[src/rtl/chen_frame_tx_pkg.sv]
// rtl/chen_frame_tx_pkg.sv - shared read-FSM state encodings for the frame transmitter
package chen_frame_tx_pkg;

   // Read-side FSM states (legacy-compatible plain constants)
   localparam logic [1:0] ST_IDLE  = 2'd0;
   localparam logic [1:0] ST_BURST = 2'd1;
   localparam logic [1:0] ST_GAP   = 2'd2;

endpackage

[src/rtl/chen_frame_tx_ram.sv]
// rtl/chen_frame_tx_ram.sv - two-bank simple dual-port frame RAM with registered read
module chen_frame_tx_ram #(
   parameter int DATA_WIDTH = 8,
   parameter int ADDR_WIDTH = 9
) (
   input  logic                  clk,
   input  logic                  we_i,
   input  logic [ADDR_WIDTH-1:0] waddr_i,
   input  logic [DATA_WIDTH-1:0] wdata_i,
   input  logic [ADDR_WIDTH-1:0] raddr_i,
   output logic [DATA_WIDTH-1:0] rdata_o
);

   // Address is {bank, index}; the bank bit is the MSB so each bank is a
   // power-of-two window even when the frame length is not.
   logic [DATA_WIDTH-1:0] mem_q [0:(2**ADDR_WIDTH)-1];
   logic [DATA_WIDTH-1:0] rdata_q;

   // Synchronous write and one-cycle registered read; no reset on storage
   always_ff @(posedge clk) begin
      if (we_i) begin
         mem_q[waddr_i] <= wdata_i;
      end
      rdata_q <= mem_q[raddr_i];
   end

   assign rdata_o = rdata_q;

endmodule

[src/rtl/chen_frame_tx.sv]
// rtl/chen_frame_tx.sv - ping-pong buffered frame transmitter for the data_en/data interface
module chen_frame_tx
   import chen_frame_tx_pkg::*;
#(
   parameter int DATA_WIDTH     = 8,
   parameter int FRAME_LENGTH   = 255,
   parameter int RAM_ADDR_WIDTH = 8,
   parameter int IFG            = 2
) (
   input  logic                  clk,
   input  logic                  rst,
   input  logic                  s_valid_i,
   output logic                  s_ready_o,
   input  logic [DATA_WIDTH-1:0] s_data_i,
   input  logic                  flush_i,
   output logic                  data_en_o,
   output logic [DATA_WIDTH-1:0] data_o,
   output logic                  sof_o,
   output logic                  eof_o
);

   localparam int BANK_BIT = RAM_ADDR_WIDTH;
   localparam int GW       = (IFG > 1) ? $clog2(IFG) : 1;
   localparam logic [RAM_ADDR_WIDTH-1:0] LAST_IDX = RAM_ADDR_WIDTH'(FRAME_LENGTH - 1);
   localparam logic [GW-1:0]             GAP_LAST = GW'((IFG > 0) ? IFG - 1 : 0);

   // Write side
   logic                      wbank_q, wbank_d;
   logic [RAM_ADDR_WIDTH-1:0] windex_q, windex_d;
   logic [1:0]                bank_full_q, bank_full_d;
   logic                      wr_fire, wr_last;

   // Read side
   logic [1:0]                state_q, state_d;
   logic                      rbank_q, rbank_d;
   logic [RAM_ADDR_WIDTH-1:0] rindex_q, rindex_d;
   logic [GW-1:0]             gcnt_q, gcnt_d;
   logic                      rd_act, rd_clr, next_rbank;

   // Output pipeline aligned with the RAM read latency
   logic                      en_q, sof_q, eof_q;
   logic [DATA_WIDTH-1:0]     ram_rdata;
   logic [BANK_BIT:0]         waddr, raddr;

   assign s_ready_o  = ~bank_full_q[wbank_q];
   assign wr_fire    = s_valid_i & s_ready_o & ~flush_i;
   assign wr_last    = wr_fire & (windex_q == LAST_IDX);
   assign next_rbank = ~rbank_q;
   assign waddr      = {wbank_q, windex_q};
   assign raddr      = {rbank_q, rindex_q};

   // Write pointer: flush rewinds the partial frame, completion hands the bank to the reader
   always_comb begin
      wbank_d  = wbank_q;
      windex_d = windex_q;
      if (flush_i) begin
         windex_d = '0;
      end else if (wr_fire) begin
         if (windex_q == LAST_IDX) begin
            windex_d = '0;
            wbank_d  = ~wbank_q;
         end else begin
            windex_d = windex_q + 1'b1;
         end
      end
   end

   // Read FSM: wait for a full bank, stream it, then hold the inter-frame gap
   always_comb begin
      state_d  = state_q;
      rbank_d  = rbank_q;
      rindex_d = rindex_q;
      gcnt_d   = gcnt_q;
      rd_act   = 1'b0;
      rd_clr   = 1'b0;
      case (state_q)
         ST_IDLE: begin
            if (bank_full_q[rbank_q]) begin
               state_d  = ST_BURST;
               rindex_d = '0;
            end
         end
         ST_BURST: begin
            rd_act   = 1'b1;
            rindex_d = rindex_q + 1'b1;
            if (rindex_q == LAST_IDX) begin
               rd_clr   = 1'b1;
               rbank_d  = next_rbank;
               rindex_d = '0;
               if (IFG > 0) begin
                  state_d = ST_GAP;
                  gcnt_d  = '0;
               end else if (bank_full_q[next_rbank]) begin
                  state_d = ST_BURST;
               end else begin
                  state_d = ST_IDLE;
               end
            end
         end
         ST_GAP: begin
            gcnt_d = gcnt_q + 1'b1;
            if (gcnt_q == GAP_LAST) begin
               rindex_d = '0;
               state_d  = bank_full_q[rbank_q] ? ST_BURST : ST_IDLE;
            end
         end
         default: begin
            state_d = ST_IDLE;
         end
      endcase
   end

   // Bank ownership flags: writer sets on frame completion, reader clears after the last word
   always_comb begin
      bank_full_d = bank_full_q;
      if (wr_last) begin
         bank_full_d[wbank_q] = 1'b1;
      end
      if (rd_clr) begin
         bank_full_d[rbank_q] = 1'b0;
      end
   end

   // State registers with asynchronous active-low clear
   always_ff @(posedge clk or negedge rst) begin
      if (!rst) begin
         wbank_q     <= 1'b0;
         windex_q    <= '0;
         bank_full_q <= 2'b00;
         state_q     <= ST_IDLE;
         rbank_q     <= 1'b0;
         rindex_q    <= '0;
         gcnt_q      <= '0;
         en_q        <= 1'b0;
         sof_q       <= 1'b0;
         eof_q       <= 1'b0;
      end else begin
         wbank_q     <= wbank_d;
         windex_q    <= windex_d;
         bank_full_q <= bank_full_d;
         state_q     <= state_d;
         rbank_q     <= rbank_d;
         rindex_q    <= rindex_d;
         gcnt_q      <= gcnt_d;
         en_q        <= rd_act;
         sof_q       <= rd_act & (rindex_q == '0);
         eof_q       <= rd_act & (rindex_q == LAST_IDX);
      end
   end

   chen_frame_tx_ram #(
      .DATA_WIDTH (DATA_WIDTH),
      .ADDR_WIDTH (RAM_ADDR_WIDTH + 1)
   ) u_ram (
      .clk     (clk),
      .we_i    (wr_fire),
      .waddr_i (waddr),
      .wdata_i (s_data_i),
      .raddr_i (raddr),
      .rdata_o (ram_rdata)
   );

   assign data_en_o = en_q;
   assign sof_o     = sof_q;
   assign eof_o     = eof_q;
   assign data_o    = en_q ? ram_rdata : '0;

endmodule

[config.mk]
export PLATFORM = sky130hd
export DESIGN_NAME = chen_frame_tx
export DESIGN_NICKNAME = d
export VERILOG_FILES = /design/src/rtl/chen_frame_tx_pkg.sv /design/src/rtl/chen_frame_tx_ram.sv /design/src/rtl/chen_frame_tx.sv
export SDC_FILE = /design/constraint.sdc
export NUM_CORES = 2
export LEC_CHECK = 0
export CELL_PAD_IN_SITES_DETAIL_PLACEMENT = 0
export CELL_PAD_IN_SITES_GLOBAL_PLACEMENT = 1
export CORE_MARGIN = 5
export CORE_UTILIZATION = 57
export DETAILED_ROUTE_END_ITERATION = 12
export GPL_ROUTABILITY_DRIVEN = 0
export PLACE_DENSITY = 0.82
export SLEW_MARGIN = 20
export SYNTH_ARGS = -nofsm -noshare
export SYNTH_HDL_FRONTEND = slang
export SYNTH_SLANG_ARGS = --single-unit
[constraint.sdc]
create_clock -name clk -period 3.16 [get_ports clk]
set_input_delay 0.474 -clock clk [delete_from_list [all_inputs] [get_ports clk]]
set_output_delay 0.474 -clock clk [all_outputs]
set_load 0.01 [all_outputs]
[Yosys cells after proc, flatten, opt, wreduce, memory -nomap -nowiden]
Memory sizes are Yosys's and may differ from the RTL's. A register that Yosys moved wholly into a read port is not among the register bits.
Index checks and enable logic that the tools add are counted.
Operators by class
  reductions and logical operators: 12
  bitwise operators: 12
  equal/unequal tests: 7
  add/sub/neg operators: 3
  mux-type cells: 30
  $lt $le $gt $ge: 4
Operators with widths (count)
  $mux W8: 7
  $pmux W8 S3: 1
  $add A8 B1 Y8 const B: 2
  $eq A8 B8 Y1 const B: 2
  $mux W1: 13
  $mux W2: 5
  $reduce_and A3 Y1: 3
  $logic_not A8 Y1: 1
  $ne A2 B2 Y1 const B: 3
  $pmux W2 S3: 1
  $and A1 B1 Y1: 5
  $lt A1 B2 Y1 const B: 2
  $not A1 Y1: 4
  $reduce_and A2 Y1: 2
  $reduce_bool A2 Y1: 2
  $reduce_bool A3 Y1: 1
  $and A2 B2 Y2: 1
  $demux W1 S1: 2
  $eq A2 B1 Y1 const B: 1
  $eq A2 B2 Y1 const B: 1
  $ge A1 B1 Y1 const B: 2
  $logic_and A1 B1 Y1: 2
  $logic_not A2 Y1: 1
  $not A2 Y2: 1
  3 further kinds: 3
Word-level totals
  bits in writable memories: 4096
  input port bits: 12
  output and inout bits: 12
  logic and storage cells: 79
  memories: 1
  register bits after elaboration: 26
Memory list
  u_ram.mem_q: words 512, bits a word 8, read ports 1, clocked after Yosys merged registers in 1, wr ports 1, line chen_frame_tx_ram.sv:16  | logic [DATA_WIDTH-1:0] mem_q [0:(2**ADDR_WIDTH)-1];

[Depth between registers and ports, before layout]
  depth in word-level cells: 9
  gate-level depth with buffers: 14
  depth with buffers taken out: 7

[By module]
Synthesis repeated with hierarchy kept, for this count alone.
Unflattened totals
  cells, all modules: 8168
  area total of the unflattened synthesis: 161298.4 µm²
By module, submodules not included
  chen_frame_tx_ram: seq. area each 123158.1 µm², area an instance 159927.1 µm², cells each 8030, times used 1
  chen_frame_tx: seq. area each 650.6 µm², area an instance 1371.3 µm², cells each 138, times used 1

[Worst setup path after synthesis]
OpenSTA, ideal clock, no wires.
  kind: register to register
  from: register rindex_q[0]
  to: register u_ram.rdata_q[3] (netlist: u_ram.rdata_o[3]) (read register of u_ram.mem_q)
  setup time: 136 ps
  clock period less this slack: 2769 ps
  path slack: 391 ps
  cell stages (with the launch flop): 11
  arrival: 2633 ps
  cell sequence: dfrtp_1 > buf_6 > buf_6 > buf_6 > buf_2 > mux4_2 > mux4_2 > o21ai_0 > a31oi_1 > o311ai_0 > a32oi_1
RTL lines
  start: declaration: line chen_frame_tx.sv:36  | logic [RAM_ADDR_WIDTH-1:0] rindex_q, rindex_d;
  start signal: assignment: line chen_frame_tx.sv:143  | rindex_q <= rindex_d;
  end: declaration: line chen_frame_tx_ram.sv:17  | logic [DATA_WIDTH-1:0] rdata_q;

==> flow_summary.yaml <==
status:
  status: "finished, violations left"
  violations: "setup timing"
logic_synthesis:
  synth_nets: 7139
  ys_ff_latch: 4130
  synth_warnings: 0
  synth.area.top_cells: "edfxtp_1, mux4_2, mux2i_1"
  synth_most_common_cell: "edfxtp_1"
  synth_cell_types: 64
  synth_area_sq_um: 160000
  synthFlopType: "edfxtp_1"
  synth-seq-area-share_pct: 77.4
  postSynthAreaPerCell_sq_um: 22.5
  synth_edf_count: 4096
  synth_largest_area_cell: "edfxtp_1"
  synth_top_area_share_pct: 76.9
  synth_commonest_cells: "edfxtp_1, mux4_2, nor2_1, mux2i_1, clkbuf_1"
  synth_async_sr_flop_share_pct: 0.630
  netlist_instances: 7120
worst_setup_path:
  crit_chain: "buf_8, buf_12, buf_16, bufbuf_16, mux4_2, mux4_2, a21oi_2, buf_6, o21ai_1, a211oi_1, buf_4, a211oi_2"
  cp-end-kind: "flop"
  r2r-end: "u_ram.rdata_o[2]"
  r2r_slack_ps: -180
  crit_required_ps: 3990
  start_kind: "flop"
  crit_top_cell: "mux4_2"
  cp_slowest_cell: "mux4_2"
  ff2ff_path_depth: 12
  path_max_fanout: 6
  rr_startpoint: "rindex_q[0]"
  worstSetupPathType: "flop to flop"
  critical_path_arrival_ps: 4170
  cpPeakStageDelay_ps: 530
sta:
  worst_clock_skew_ps: 47.7
  slew_violations: 0
  setup-violations-final: 8
  fmax_mhz: 300
  worst_hold_slack_ps: 63.7
  rsz0062_at_grt: "yes"
  fin_ws_ps: -176
  finalCritPeriodShare_pct: 106
  period_needed_ps: 3340
  hold_violations: 0
  tightest_slew_ps: 978
  max-slew-margin-rel_pct: 34.8
  fin_tns_setup_ps: -1000
placement:
  port_buffers: 23
  hpwl_microns: 265000
job:
  max_cap_viol_count: 0
layout:
  fill_cells: 16051
  multiInputGateArea_sq_um: 35100
  drive_gt1_share_pct: 37.2
  syn_to_final_growth_pct: 19.1
  regArea_sq_um: 124000
  final_nets: 8510
pwr:
  p_switching_uw: 21800
  seqPwrFrac_pct: 55.2
  ir_drop_mv: 0.471
  p_leak_uw: 0.0616
  total_power_uw: 109000
  swShare_pct: 19.9
  p_clk_share_pct: 43.7
  p_comb_share_pct: 1.1
  internal_power_uw: 87400
  p_per_area_nw_per_um2: 573
clock_tree:
  cts_buffer_depth: 4
  clock-sinks: 4130
  cts_made_buffers: 397
  clockRootBuffer: "clkbuf_16"
  path_clk_slew_ps: 60
  cts_tree: "built"
  clk-insertion-delay-late_ps: 950
  htreeDepth: 5
grt:
  grt_max_degree: 149
  grtUsageTotal_pct: 29.8
  antenna_found_initial: 13
  grt-ovfl-total: 0
  grt_pass1_vias: 84734
  grt_pass1_wl_microns: 624000
worst_hold_path:
  min_path_type: "input port to flop"
  holdPathEnd: "u_ram.mem_q[484][7]"
  holdPathStages: 1
  hold_start: "s_data_i[7]"
floorplan:
  core_sq_um: 279000
  rows: 194
  die-area_sq_um: 291000
  die_y_microns: 540
  initial_core_util_pct: 57.3
  pin_count: 24
  die_w_microns: 540
routing:
  dr.pass1.iters: 6
  via_per_inst: 6.74
  drtIter0Drc: 12939
  drc: 0
  antenna_left: 0
  wl_per_cell_microns: 34.8
  totalWireLength_microns: 436000
  vias: 84516
-- flip-flops by register name, indices dropped and copies added (netlist names) --
name,count
eof_o,1
sof_o,1
u_ram.mem_q,4096
wbank_q,1
gcnt_q,1
u_ram.rdata_o,8
rindex_q,8
data_en_o,1
rbank_q,1
bank_full_q,2
state_q,2
windex_q,8
-- power groups by stage --
stage                     clock [uW]  combinational [uW]  sequential [uW]
after floorplan                    0                53.8            61400
after global placement             0                1120            61400
after detailed placement           0                1210            61400
after CTS                      48000                1220            60200
after global routing           50600                1300            60200
final                          47700                1250            60200
-- cells by family (layout without fill, tap and decap cells) --
kind of cell | count (synthesis) | count (layout) | synth area share (%)
AOI/OAI and AO/OA | 341 | 341 | 1.46
xor gates and xnor gates | 2 | 2 | 0.0109
adders and majority gates | 7 | 7 | 0.0547
buffers and inverters | 446 | 2141 | 1.43
DFF | 4130 | 4130 | 77.4
muxes | 1374 | 1374 | 17.6
other | 0 | 9 | 0
and+or+nand+nor | 820 | 820 | 2.08
-- final cells by class --
type	instances	share of cell area, %
Antenna cell	9	0.0118
Clock buffer	471	5.39
Clock inverter	252	1.44
Inverter	15	0.0414
Multi-Input combinational cell	2544	18.4
Sequential cell	4130	65.0
Tap cell	3724	2.45
Timing Repair Buffer	1403	7.25
-- worst max-delay path by stage --
stage,startpoint,slack (ps),end
floorplan,rindex_q[0],390,u_ram.rdata_o[3]
global route,rindex_q[0],-180,u_ram.rdata_o[0]
detailed placement,rindex_q[0],-690,u_ram.rdata_o[7]
finish,rindex_q[0],-180,u_ram.rdata_o[2]
CTS,rindex_q[0],-100,u_ram.rdata_o[2]
global placement,rindex_q[0],-740,u_ram.rdata_o[7]
-- critical path, delay by kind of cell (launching register included) --
family                 cells  cell delay [ps]
buffers and inverters      6             1090
multiplexers               2             1030
AO/OA/AOI/OAI              4              620
flip-flops                 1              450
-- cells in the final DEF, fill, tap and decap left out, types with 38 or more instances in the layout --
cell type  count
a21oi_1       43
o22ai_1       48
edfxtp_1    4096
clkinv_1      93
bufinv_16     44
clkbuf_1      70
o21ai_0       38
buf_12       155
mux2i_1      198
clkinv_2      64
buf_6         46
mux4_2      1149
nand2_1      121
clkbuf_16    402
nor2_1       561
buf_4       1114
-- metal layers --
| metal | vias up | routed length, microns | global-route usage [%] |
|---|---|---|---|
| met5 | - | 74 | 0 |
| li1 | 32799 | - | - |
| met3 | 1094 | 52000 | 6.69 |
| met1 | 44134 | 154000 | 41.5 |
| met2 | 6481 | 206000 | 45.8 |
| met4 | 8 | 24000 | 14.0 |
-- timing repair --
item | in CTS | in global routing
setup buffers | 84 | 44
pin swaps | 40 | 39
hold endpoints to repair | 176 | 0
gates cloned | 18 | 3
hold buffers | 7 | 0
setup endpoints to repair | 16 | 8
gates resized for setup | 272 | 108
-- per-stage QoR --
step | setup slack (ps) | std cells | cell area, sq um | utilization (%)
2_1_floorplan | 391 | 7120 | 160000 | -
3_3_place_gp | -742 | 11664 | 174000 | 62.2
3_5_place_dp | -688 | 11664 | 174000 | 62.2
4_1_cts | -97.6 | 12493 | 190000 | 67.8
5_1_grt | -179 | 12541 | 190000 | 68.2
6_report | -176 | 12548 | 191000 | 68.2
(Power assumes the default switching activity.)
